--- config.mk ---
export PLATFORM = sky130hd
export DESIGN_NAME = rom_arbiter
export DESIGN_NICKNAME = d
export VERILOG_FILES = /design/src/rtl/rom_arb_pkg.sv /design/src/rtl/rr_pick.sv /design/src/rtl/rom_arbiter.sv
export SDC_FILE = /design/constraint.sdc
export NUM_CORES = 1
export LEC_CHECK = 0
export ABC_AREA = 0
export BUFFER_PORTS_ARGS = -buffer_cell sky130_fd_sc_hd__buf_4
export CAP_MARGIN = 20
export CORE_MARGIN = 2
export CORE_UTILIZATION = 44
export DETAILED_ROUTE_END_ITERATION = 10
export MAX_ROUTING_LAYER = met4
export PLACE_DENSITY_LB_ADDON = 0.12
export SYNTH_ARGS = -nofsm -noshare
export SYNTH_HDL_FRONTEND = slang
export SYNTH_HIERARCHICAL = 1
export SYNTH_SLANG_ARGS = --single-unit
--- constraint.sdc ---
create_clock -name clk -period 1.8 [get_ports clk]
set_clock_uncertainty 0.15 [all_clocks]
set_input_delay 0.18 -clock clk [delete_from_list [all_inputs] [get_ports clk]]
set_output_delay 0.18 -clock clk [all_outputs]
set_load 0.01 [all_outputs]
--- src/rtl/rom_arb_pkg.sv ---
// -----------------------------------------------------------------------------
// rom_arb_pkg
//   Shared constants and types for the ROM read arbiter and its round-robin
//   picker. The ROM geometry matches blk_mem_gen_0 (18-bit address, 24-bit
//   word). The tag identifies which requester a pipelined read belongs to;
//   its id field is sized for the largest supported requester count, so one
//   tag type serves every NREQ.
// -----------------------------------------------------------------------------
package rom_arb_pkg;

  localparam int ROM_ADDR_W = 18;
  localparam int ROM_DATA_W = 24;
  localparam int MAX_NREQ   = 8;
  localparam int TAG_ID_W   = 3;

  typedef struct packed {
    logic                valid;
    logic [TAG_ID_W-1:0] id;
  } rom_tag_t;

  // Width of an encoded requester index; never zero so single-bit
  // configurations still get a legal vector.
  function automatic int id_width(input int n);
    return (n > 1) ? $clog2(n) : 1;
  endfunction

endpackage

--- src/rtl/rr_pick.sv ---
// -----------------------------------------------------------------------------
// rr_pick
//   Combinational round-robin picker. Scans req starting at index ptr,
//   wrapping past NREQ-1 back to 0, and grants the first asserted request.
//
// Ports
//   req   in  NREQ   request vector
//   ptr   in  ID_W   highest-priority index this cycle (0..NREQ-1)
//   gnt   out NREQ   one-hot grant, all zero when req is zero
//   id    out ID_W   encoded index of the granted requester
//   any   out 1      some request is asserted (gnt is non-zero)
// -----------------------------------------------------------------------------
module rr_pick
  import rom_arb_pkg::*;
#(
  parameter int NREQ = 2,
  parameter int ID_W = id_width(NREQ)
) (
  input  logic [NREQ-1:0] req,
  input  logic [ID_W-1:0] ptr,
  output logic [NREQ-1:0] gnt,
  output logic [ID_W-1:0] id,
  output logic            any
);

  // hi_mask selects indices at or above ptr. If any of those request, the
  // lowest of them wins; otherwise the scan has wrapped, and the lowest
  // request overall wins. This equals a rotating scan from ptr.
  logic [NREQ-1:0] hi_mask;
  logic [NREQ-1:0] masked_req;
  logic [NREQ-1:0] pick_src;

  generate
    for (genvar gi = 0; gi < NREQ; gi++) begin : g_mask
      assign hi_mask[gi] = (ptr <= ID_W'(gi));
    end
  endgenerate

  assign masked_req = req & hi_mask;
  assign pick_src   = (|masked_req) ? masked_req : req;
  assign any        = |req;

  // Scan from the top down so the lowest set bit is the last one written.
  always_comb begin
    gnt = '0;
    id  = '0;
    for (int i = NREQ - 1; i >= 0; i--) begin
      if (pick_src[i]) begin
        gnt    = '0;
        gnt[i] = 1'b1;
        id     = ID_W'(i);
      end
    end
  end

endmodule

--- src/rtl/rom_arbiter.sv ---
// -----------------------------------------------------------------------------
// rom_arbiter
//   Shares the single-port synchronous ROM between NREQ read requesters.
//   One address is accepted per cycle via a combinational round-robin
//   grant; the returned word comes back ROM_LAT+2 cycles after the grant,
//   tagged with a one-hot rvalid for its requester. Returns are in grant
//   order and cannot be back-pressured.
//
// Ports
//   clk       in  1              system clock
//   rst_n     in  1              asynchronous active-low reset
//   req       in  NREQ           per-requester read request (level)
//   addr      in  NREQ*ADDR_W    flattened addresses, requester i at [i*ADDR_W +: ADDR_W]
//   gnt       out NREQ           one-hot combinational grant
//   rvalid    out NREQ           one-hot single-cycle return strobe
//   rdata     out DATA_W         returned ROM word (registered)
//   rom_addr  out ADDR_W         registered ROM address
//   rom_dout  in  DATA_W         ROM read data
// -----------------------------------------------------------------------------
module rom_arbiter
  import rom_arb_pkg::*;
#(
  parameter int NREQ    = 2,
  parameter int ADDR_W  = ROM_ADDR_W,
  parameter int DATA_W  = ROM_DATA_W,
  parameter int ROM_LAT = 1
) (
  input  logic                   clk,
  input  logic                   rst_n,
  input  logic [NREQ-1:0]        req,
  input  logic [NREQ*ADDR_W-1:0] addr,
  output logic [NREQ-1:0]        gnt,
  output logic [NREQ-1:0]        rvalid,
  output logic [DATA_W-1:0]      rdata,
  output logic [ADDR_W-1:0]      rom_addr,
  input  logic [DATA_W-1:0]      rom_dout
);

  localparam int ID_W  = id_width(NREQ);
  // One stage covers the rom_addr register, ROM_LAT more cover the ROM.
  localparam int DEPTH = 1 + ROM_LAT;

  logic [ID_W-1:0]   ptr_reg, ptr_next;
  logic [ADDR_W-1:0] rom_addr_reg, rom_addr_next;
  logic [DATA_W-1:0] rdata_reg, rdata_next;
  logic [NREQ-1:0]   rvalid_reg, rvalid_next;
  rom_tag_t          tag_pipe_reg [DEPTH];
  rom_tag_t          tag_in;
  rom_tag_t          tag_last;

  logic [NREQ-1:0]   pick_gnt;
  logic [ID_W-1:0]   pick_id;
  logic              pick_any;
  logic [ADDR_W-1:0] addr_arr [NREQ];

  generate
    for (genvar gi = 0; gi < NREQ; gi++) begin : g_addr
      assign addr_arr[gi] = addr[gi*ADDR_W +: ADDR_W];
    end
  endgenerate

  rr_pick #(
    .NREQ (NREQ),
    .ID_W (ID_W)
  ) u_pick (
    .req (req),
    .ptr (ptr_reg),
    .gnt (pick_gnt),
    .id  (pick_id),
    .any (pick_any)
  );

  // Masking with rst_n keeps requesters from treating a request as
  // accepted while the registers are being held in reset.
  assign gnt = pick_gnt & {NREQ{rst_n}};

  assign tag_last = tag_pipe_reg[DEPTH-1];

  always_comb begin
    ptr_next      = ptr_reg;
    rom_addr_next = rom_addr_reg;
    tag_in        = '0;
    if (pick_any) begin
      rom_addr_next = addr_arr[pick_id];
      ptr_next      = (pick_id == ID_W'(NREQ - 1)) ? '0 : pick_id + ID_W'(1);
      tag_in.valid  = 1'b1;
      tag_in.id     = TAG_ID_W'(pick_id);
    end
  end

  // rdata holds between returns so a requester may sample it late.
  always_comb begin
    rvalid_next = '0;
    rdata_next  = rdata_reg;
    if (tag_last.valid) begin
      rvalid_next = NREQ'(1) << tag_last.id;
      rdata_next  = rom_dout;
    end
  end

  always_ff @(posedge clk or negedge rst_n) begin
    if (!rst_n) begin
      ptr_reg      <= '0;
      rom_addr_reg <= '0;
      rdata_reg    <= '0;
      rvalid_reg   <= '0;
      for (int i = 0; i < DEPTH; i++) begin
        tag_pipe_reg[i] <= '0;
      end
    end else begin
      ptr_reg         <= ptr_next;
      rom_addr_reg    <= rom_addr_next;
      rdata_reg       <= rdata_next;
      rvalid_reg      <= rvalid_next;
      tag_pipe_reg[0] <= tag_in;
      for (int i = 1; i < DEPTH; i++) begin
        tag_pipe_reg[i] <= tag_pipe_reg[i-1];
      end
    end
  end

  assign rom_addr = rom_addr_reg;
  assign rdata    = rdata_reg;
  assign rvalid   = rvalid_reg;

endmodule
# ---- Yosys cells after proc, flatten, opt, wreduce, memory -nomap -nowiden
# Cells that the tools add are included.
dict set report totals {
  register_bits 53
  in_bits 64
  out_inout_bits 46
  elab_cells 29
}
dict set report op_classes {
  add_sub_neg 1
  magnitude_cmp 3
  shifts 1
  n_mux 11
  bitwise 3
  n_reduce_logical 2
}
# operator count
set op_table {}
lappend op_table {{$mux W18} 3}
lappend op_table {{$mux W2} 4}
lappend op_table {{$and A2 B2 Y2} 2}
lappend op_table {{$mux W4} 1}
lappend op_table {{$reduce_or A2 Y1} 2}
lappend op_table {{$mux W1} 3}
lappend op_table {{$shl A1 B3 Y2 const A} 1}
lappend op_table {{$ge A2 B2 Y1 const B} 1}
lappend op_table {{$le A1 B1 Y1 const B} 2}
lappend op_table {{$not A1 Y2} 1}
lappend op_table {{$add A1 B1 Y1 const B} 1}

# ---- Depth between registers and ports, before layout
dict set report depth {
  ltp_word 10
  mapped_depth 5
  depth_no_buf 4
}

# ---- Cells and area by module
# The synthesis kept the hierarchy.
# mod instances cells_per_inst area_per_inst_um2 seq_area_each_um2
set modules_own_cells {}
lappend modules_own_cells {rom_arbiter 1 143 2039.5 1226.2}
lappend modules_own_cells {rr_pick 1 5 32.5 0.0}

# ---- Worst setup path after synthesis
# OpenSTA, ideal clock, no wires.
dict set report synth_path {
  path_kind {register to register}
  from {register ptr_reg}
  to {register rom_addr_reg[12], in the netlist rom_addr[12]}
  setup_ns 0.126
  t_arrival_ns 1.083
  t_required_ns 1.524
  path_slack_ns 0.441
  stages_incl_launch_ff 6
  path_buffers 1
  synth_period_minus_slack_ns 1.359
  cell_sequence {dfrtp_1 > inv_1 > a21boi_1 > buf_6 > mux2i_1 > a21oi_1}
}
dict set report synth_via {
  elab_chain_len 10
  elab_cells_between_ends 11
  classes_between {order compare (2); mux (6); bitwise (2); reduce/logical (1)}
}
# item line_no
set synth_lines {}
lappend synth_lines {{start: declaration} rom_arbiter.sv:43} ;# logic [ID_W-1:0] ptr_reg, ptr_next;
lappend synth_lines {{start signal: assignment} rom_arbiter.sv:111} ;# ptr_reg <= ptr_next;
lappend synth_lines {{$le A1 B1 Y1} rr_pick.sv:35} ;# assign hi_mask[gi] = (ptr <= ID_W'(gi));
lappend synth_lines {{$and A2 B2 Y2 *} rr_pick.sv:39} ;# assign masked_req = req & hi_mask;
lappend synth_lines {{$reduce_or A2 Y1} rr_pick.sv:40} ;# assign pick_src = (|masked_req) ? masked_req : req;
lappend synth_lines {{$mux W2 *} rr_pick.sv:40}
lappend synth_lines {{$mux W1} rr_pick.sv:48} ;# if (pick_src[i]) begin
lappend synth_lines {{$mux W1 *} rr_pick.sv:48}
lappend synth_lines {{via pick_id} rom_arbiter.sv:52} ;# logic [ID_W-1:0] pick_id;
lappend synth_lines {{$not A1 Y2 (not written as such) *} rom_arbiter.sv:84} ;# rom_addr_next = addr_arr[pick_id];
lappend synth_lines {{$mux W18 (not written as such) * (3 in a row)} rom_arbiter.sv:84}
lappend synth_lines {{end signal: assignment} rom_arbiter.sv:112} ;# rom_addr_reg <= rom_addr_next;
lappend synth_lines {{end: declaration} rom_arbiter.sv:44} ;# logic [ADDR_W-1:0] rom_addr_reg, rom_addr_next;
# Mark *: on every way through the listed nets, which the timed path passes. The rest lies on a longest branch. The select of a mux whose other input is x is not followed.
# A chain may end at the register's enable or synchronous reset.

# ---- Final worst setup path
dict set report layout_path {
  from {register ptr_reg}
  to {output gnt[1]}
}
dict set report layout_via {
  elab_chain_len 7
  elab_cells_between_ends 8
  classes_between {order compare (2); mux (3); bitwise (2); reduce/logical (1)}
}
# item line_no
set layout_lines {}
lappend layout_lines {{$le A1 B1 Y1} rr_pick.sv:35}
lappend layout_lines {{$and A2 B2 Y2 *} rr_pick.sv:39}
lappend layout_lines {{$reduce_or A2 Y1} rr_pick.sv:40}
lappend layout_lines {{$mux W2 *} rr_pick.sv:40}
lappend layout_lines {{$mux W2} rr_pick.sv:48}
lappend layout_lines {{$mux W2 *} rr_pick.sv:48}
lappend layout_lines {{$and A2 B2 Y2 *} rom_arbiter.sv:75} ;# assign gnt = pick_gnt & {NREQ{rst_n}};
lappend layout_lines {{end: declaration} rom_arbiter.sv:32} ;# output logic [NREQ-1:0] gnt,
# Mark *: on every way between the ends. The rest lies on a longest branch, timed or not.

==> results by group <==
Status
  – Outcome: finished clean

Die
  – Row Count: 24
  – DIE AREA: 5270 µm²
  – Die width: 72.6 µm
  – Die Height: 72.6 µm
  – # IOs: 110
  – Core area: 4440 µm²
  – Initial Util: 0.466

Layout
  – Diode count: 0
  – Nets: 348
  – Max reg flops: 24
  – Cell Count, Final, Fillers Out: 336
  – Layout area overhead: 56.6%
  – Post-Layout Inst Area: 3250 µm²
  – # fillers: 325
  – Fraction of layout cells with a size suffix above 1: 0.511

Placement
  – Dpl cell area: 2910 µm²
  – Dpl hpwl: 3250 µm
  – Placed insts: 304
  – Pre-CTS setup slack: 0.373 ns
  – RePlAce Congestion: 0.711
  – Port bufs: 109

Routing
  – Drt wl/cell: 14.8 µm
  – Via density: 4.83
  – First-pass detailed-route iteration total: 4
  – Routed Wire Length: 4960 µm
  – Iter 0 DRT Violations: 79
  – DR vias: 1624
  – Drc violations: 0
  – Post-DRT Antenna Nets: 0

Yosys
  – Cell Area, Synth: 2070 µm²
  – Sequential share of the synthesized area: 0.592
  – Post-Syn Area per Cell: 14.0 µm²
  – Count of synthesis-stage warnings from yosys: 6
  – Post-synth cell types: 17
  – Mapped Cells: 148
  – Mapped Nets: 212
  – #FFs+latches synth: 49

Clock network
  – Post-CTS Setup Bufs: 0
  – CTS tree: built
  – Clock buffer depth: 2
  – CTS clock-pin slew for the worst setup and hold paths: 0.08 ns
  – Worst-Skew Late Latency: 0.29 ns
  – # hold bufs at CTS: 25
  – CTS resizes: 0
  – CTS sink count: 49
  – Clock root cell: clkbuf_8
  – CTS Buf Count: 5
  – H-Tree Depth: 2

Critical path
  – Setup crit start kind: flop
  – Worst Path Class, Setup: reg2out
  – Max FO, Critical Path: 7
  – Critical Path AT: 1.30 ns
  – Crit path capture type: primary output
  – Critical path data required time: 1.47 ns

STA
  – Worst slew pin tran: 0.458 ns
  – Period minus WS final: 1.63 ns
  – Final Hold Vio Count: 0
  – Final setup viols: 0
  – Setup_tns: 0 ns
  – Period utilization: 0.907
  – Final setup margin: 0.168 ns
  – RSZ-0062 raised after global routing: false
  – Relative slew margins: 0.695
  – Fmax: 613 MHz
  – Pins Over Slew Limit: 0

Pwr
  – Overall Power: 2490 µW
  – Peak VDD IR: 389 µV
  – Leak Pwr: 0.00164 µW
  – Power density over cell area: 767 nW/µm²

Flow run
  – Max-cap violation count: 0

Min path
  – Hold Path Class: in2reg

GRT
  – Vias in the first global route: 1771
  – GRT overflow: 0
  – Initial antenna violation count: 0
  – First-pass GRT wire length: 8160 µm
  – Largest net degree at the start of global routing: 38
  – Total GRT Usage: 0.206
## kinds of logic after synthesis
| family | after synthesis | synth area share |
|---|---|---|
| and+or+nand+nor | 24 | 0.0507 |
| DFF | 49 | 0.592 |
| muxes | 43 | 0.255 |
| buffers and inverters | 12 | 0.0519 |
| AOI/OAI and AO/OA | 20 | 0.0507 |
## cell usage after synthesis
library cell,count,area [µm²]
dfrtp_1,49,1230
mux2i_1,19,190
a21oi_1,18,90.1
mux2_4,18,270
nor2_1,18,67.6
mux2_2,6,67.6
and2_1,4,25.0
buf_4,3,22.5
buf_6,3,33.8
a21boi_1,2,15.0
inv_1,2,7.51
buf_12,1,20.0
buf_2,1,5.00
buf_8,1,15.0
clkbuf_1,1,3.75
nor2b_1,1,6.26
or2_1,1,6.26
## layout by cell type (no fill, tap or decap)
| cell | n |
|---|---|
| dfrtp_1 | 49 |
| a21boi_2 | 1 |
| buf_4 | 113 |
| a21boi_1 | 1 |
| and2_1 | 4 |
| clkbuf_8 | 6 |
| inv_1 | 2 |
| nor2_1 | 18 |
| mux2i_1 | 19 |
| clkbuf_1 | 1 |
| mux2_2 | 6 |
| buf_12 | 1 |
| or2_1 | 1 |
| nor2b_1 | 1 |
| mux2_4 | 18 |
| a21oi_1 | 18 |
| dlygate4sd3_1 | 25 |
## per-stage QoR
| step | hold WS, ns | utilization |
|---|---|---|
| final | 0.0317 | 0.730 |
| after global routing | 0.0380 | 0.730 |
| after CTS | 0.0289 | 0.730 |
| after detailed placement | -0.115 | 0.655 |
| after global placement | -0.110 | 0.655 |
| after floorplan | -0.266 | - |
## final timing paths
path	from	end	slack, ns	depth (start not counted)
max in group asynchronous	rst_n	rdata[19]	0.67	3
worst max register to register	ptr_reg	rom_addr[15]	0.37	5
min in group asynchronous	rst_n	rdata[1]	0.14	2
worst max-delay path	ptr_reg	gnt[1]	0.17	5
worst min register to register	tag_pipe_reg[4]	tag_last[0]	0.20	0
worst min-delay path	addr[4]	rom_addr[4]	0.03	3
## critical path, stage by stage, from the launching register on
cell	delay (ns)
dfrtp_1	0.37
inv_1	0.06
a21boi_2	0.15
buf_4	0.19
and2_1	0.14
buf_4	0.11
## layout make-up
cell class | instances | area (µm²) | share of cell area
Clock buffer | 7 | 86.3 | 0.0266
Inverter | 2 | 7.51 | 0.00231
Multi-Input combinational cell | 87 | 742 | 0.229
Sequential cell | 49 | 1230 | 0.378
Tap cell | 52 | 65.1 | 0.0200
Timing Repair Buffer | 139 | 1120 | 0.345
## where the power goes
part           switching, µW  leakage, µW  internal [µW]
clock network            332    0.0000443            305
logic                    231      0.00103            363
registers               56.8     0.000566           1200
## routing by layer
metal	vias up	global-route usage	share of wire
li1	772	-	-
met1	773	0.246	0.41
met2	71	0.353	0.51
met3	8	0.0525	0.065
met4	0	0.0453	0.013
met5	-	-	0
Power figures use the tool's default switching activity.
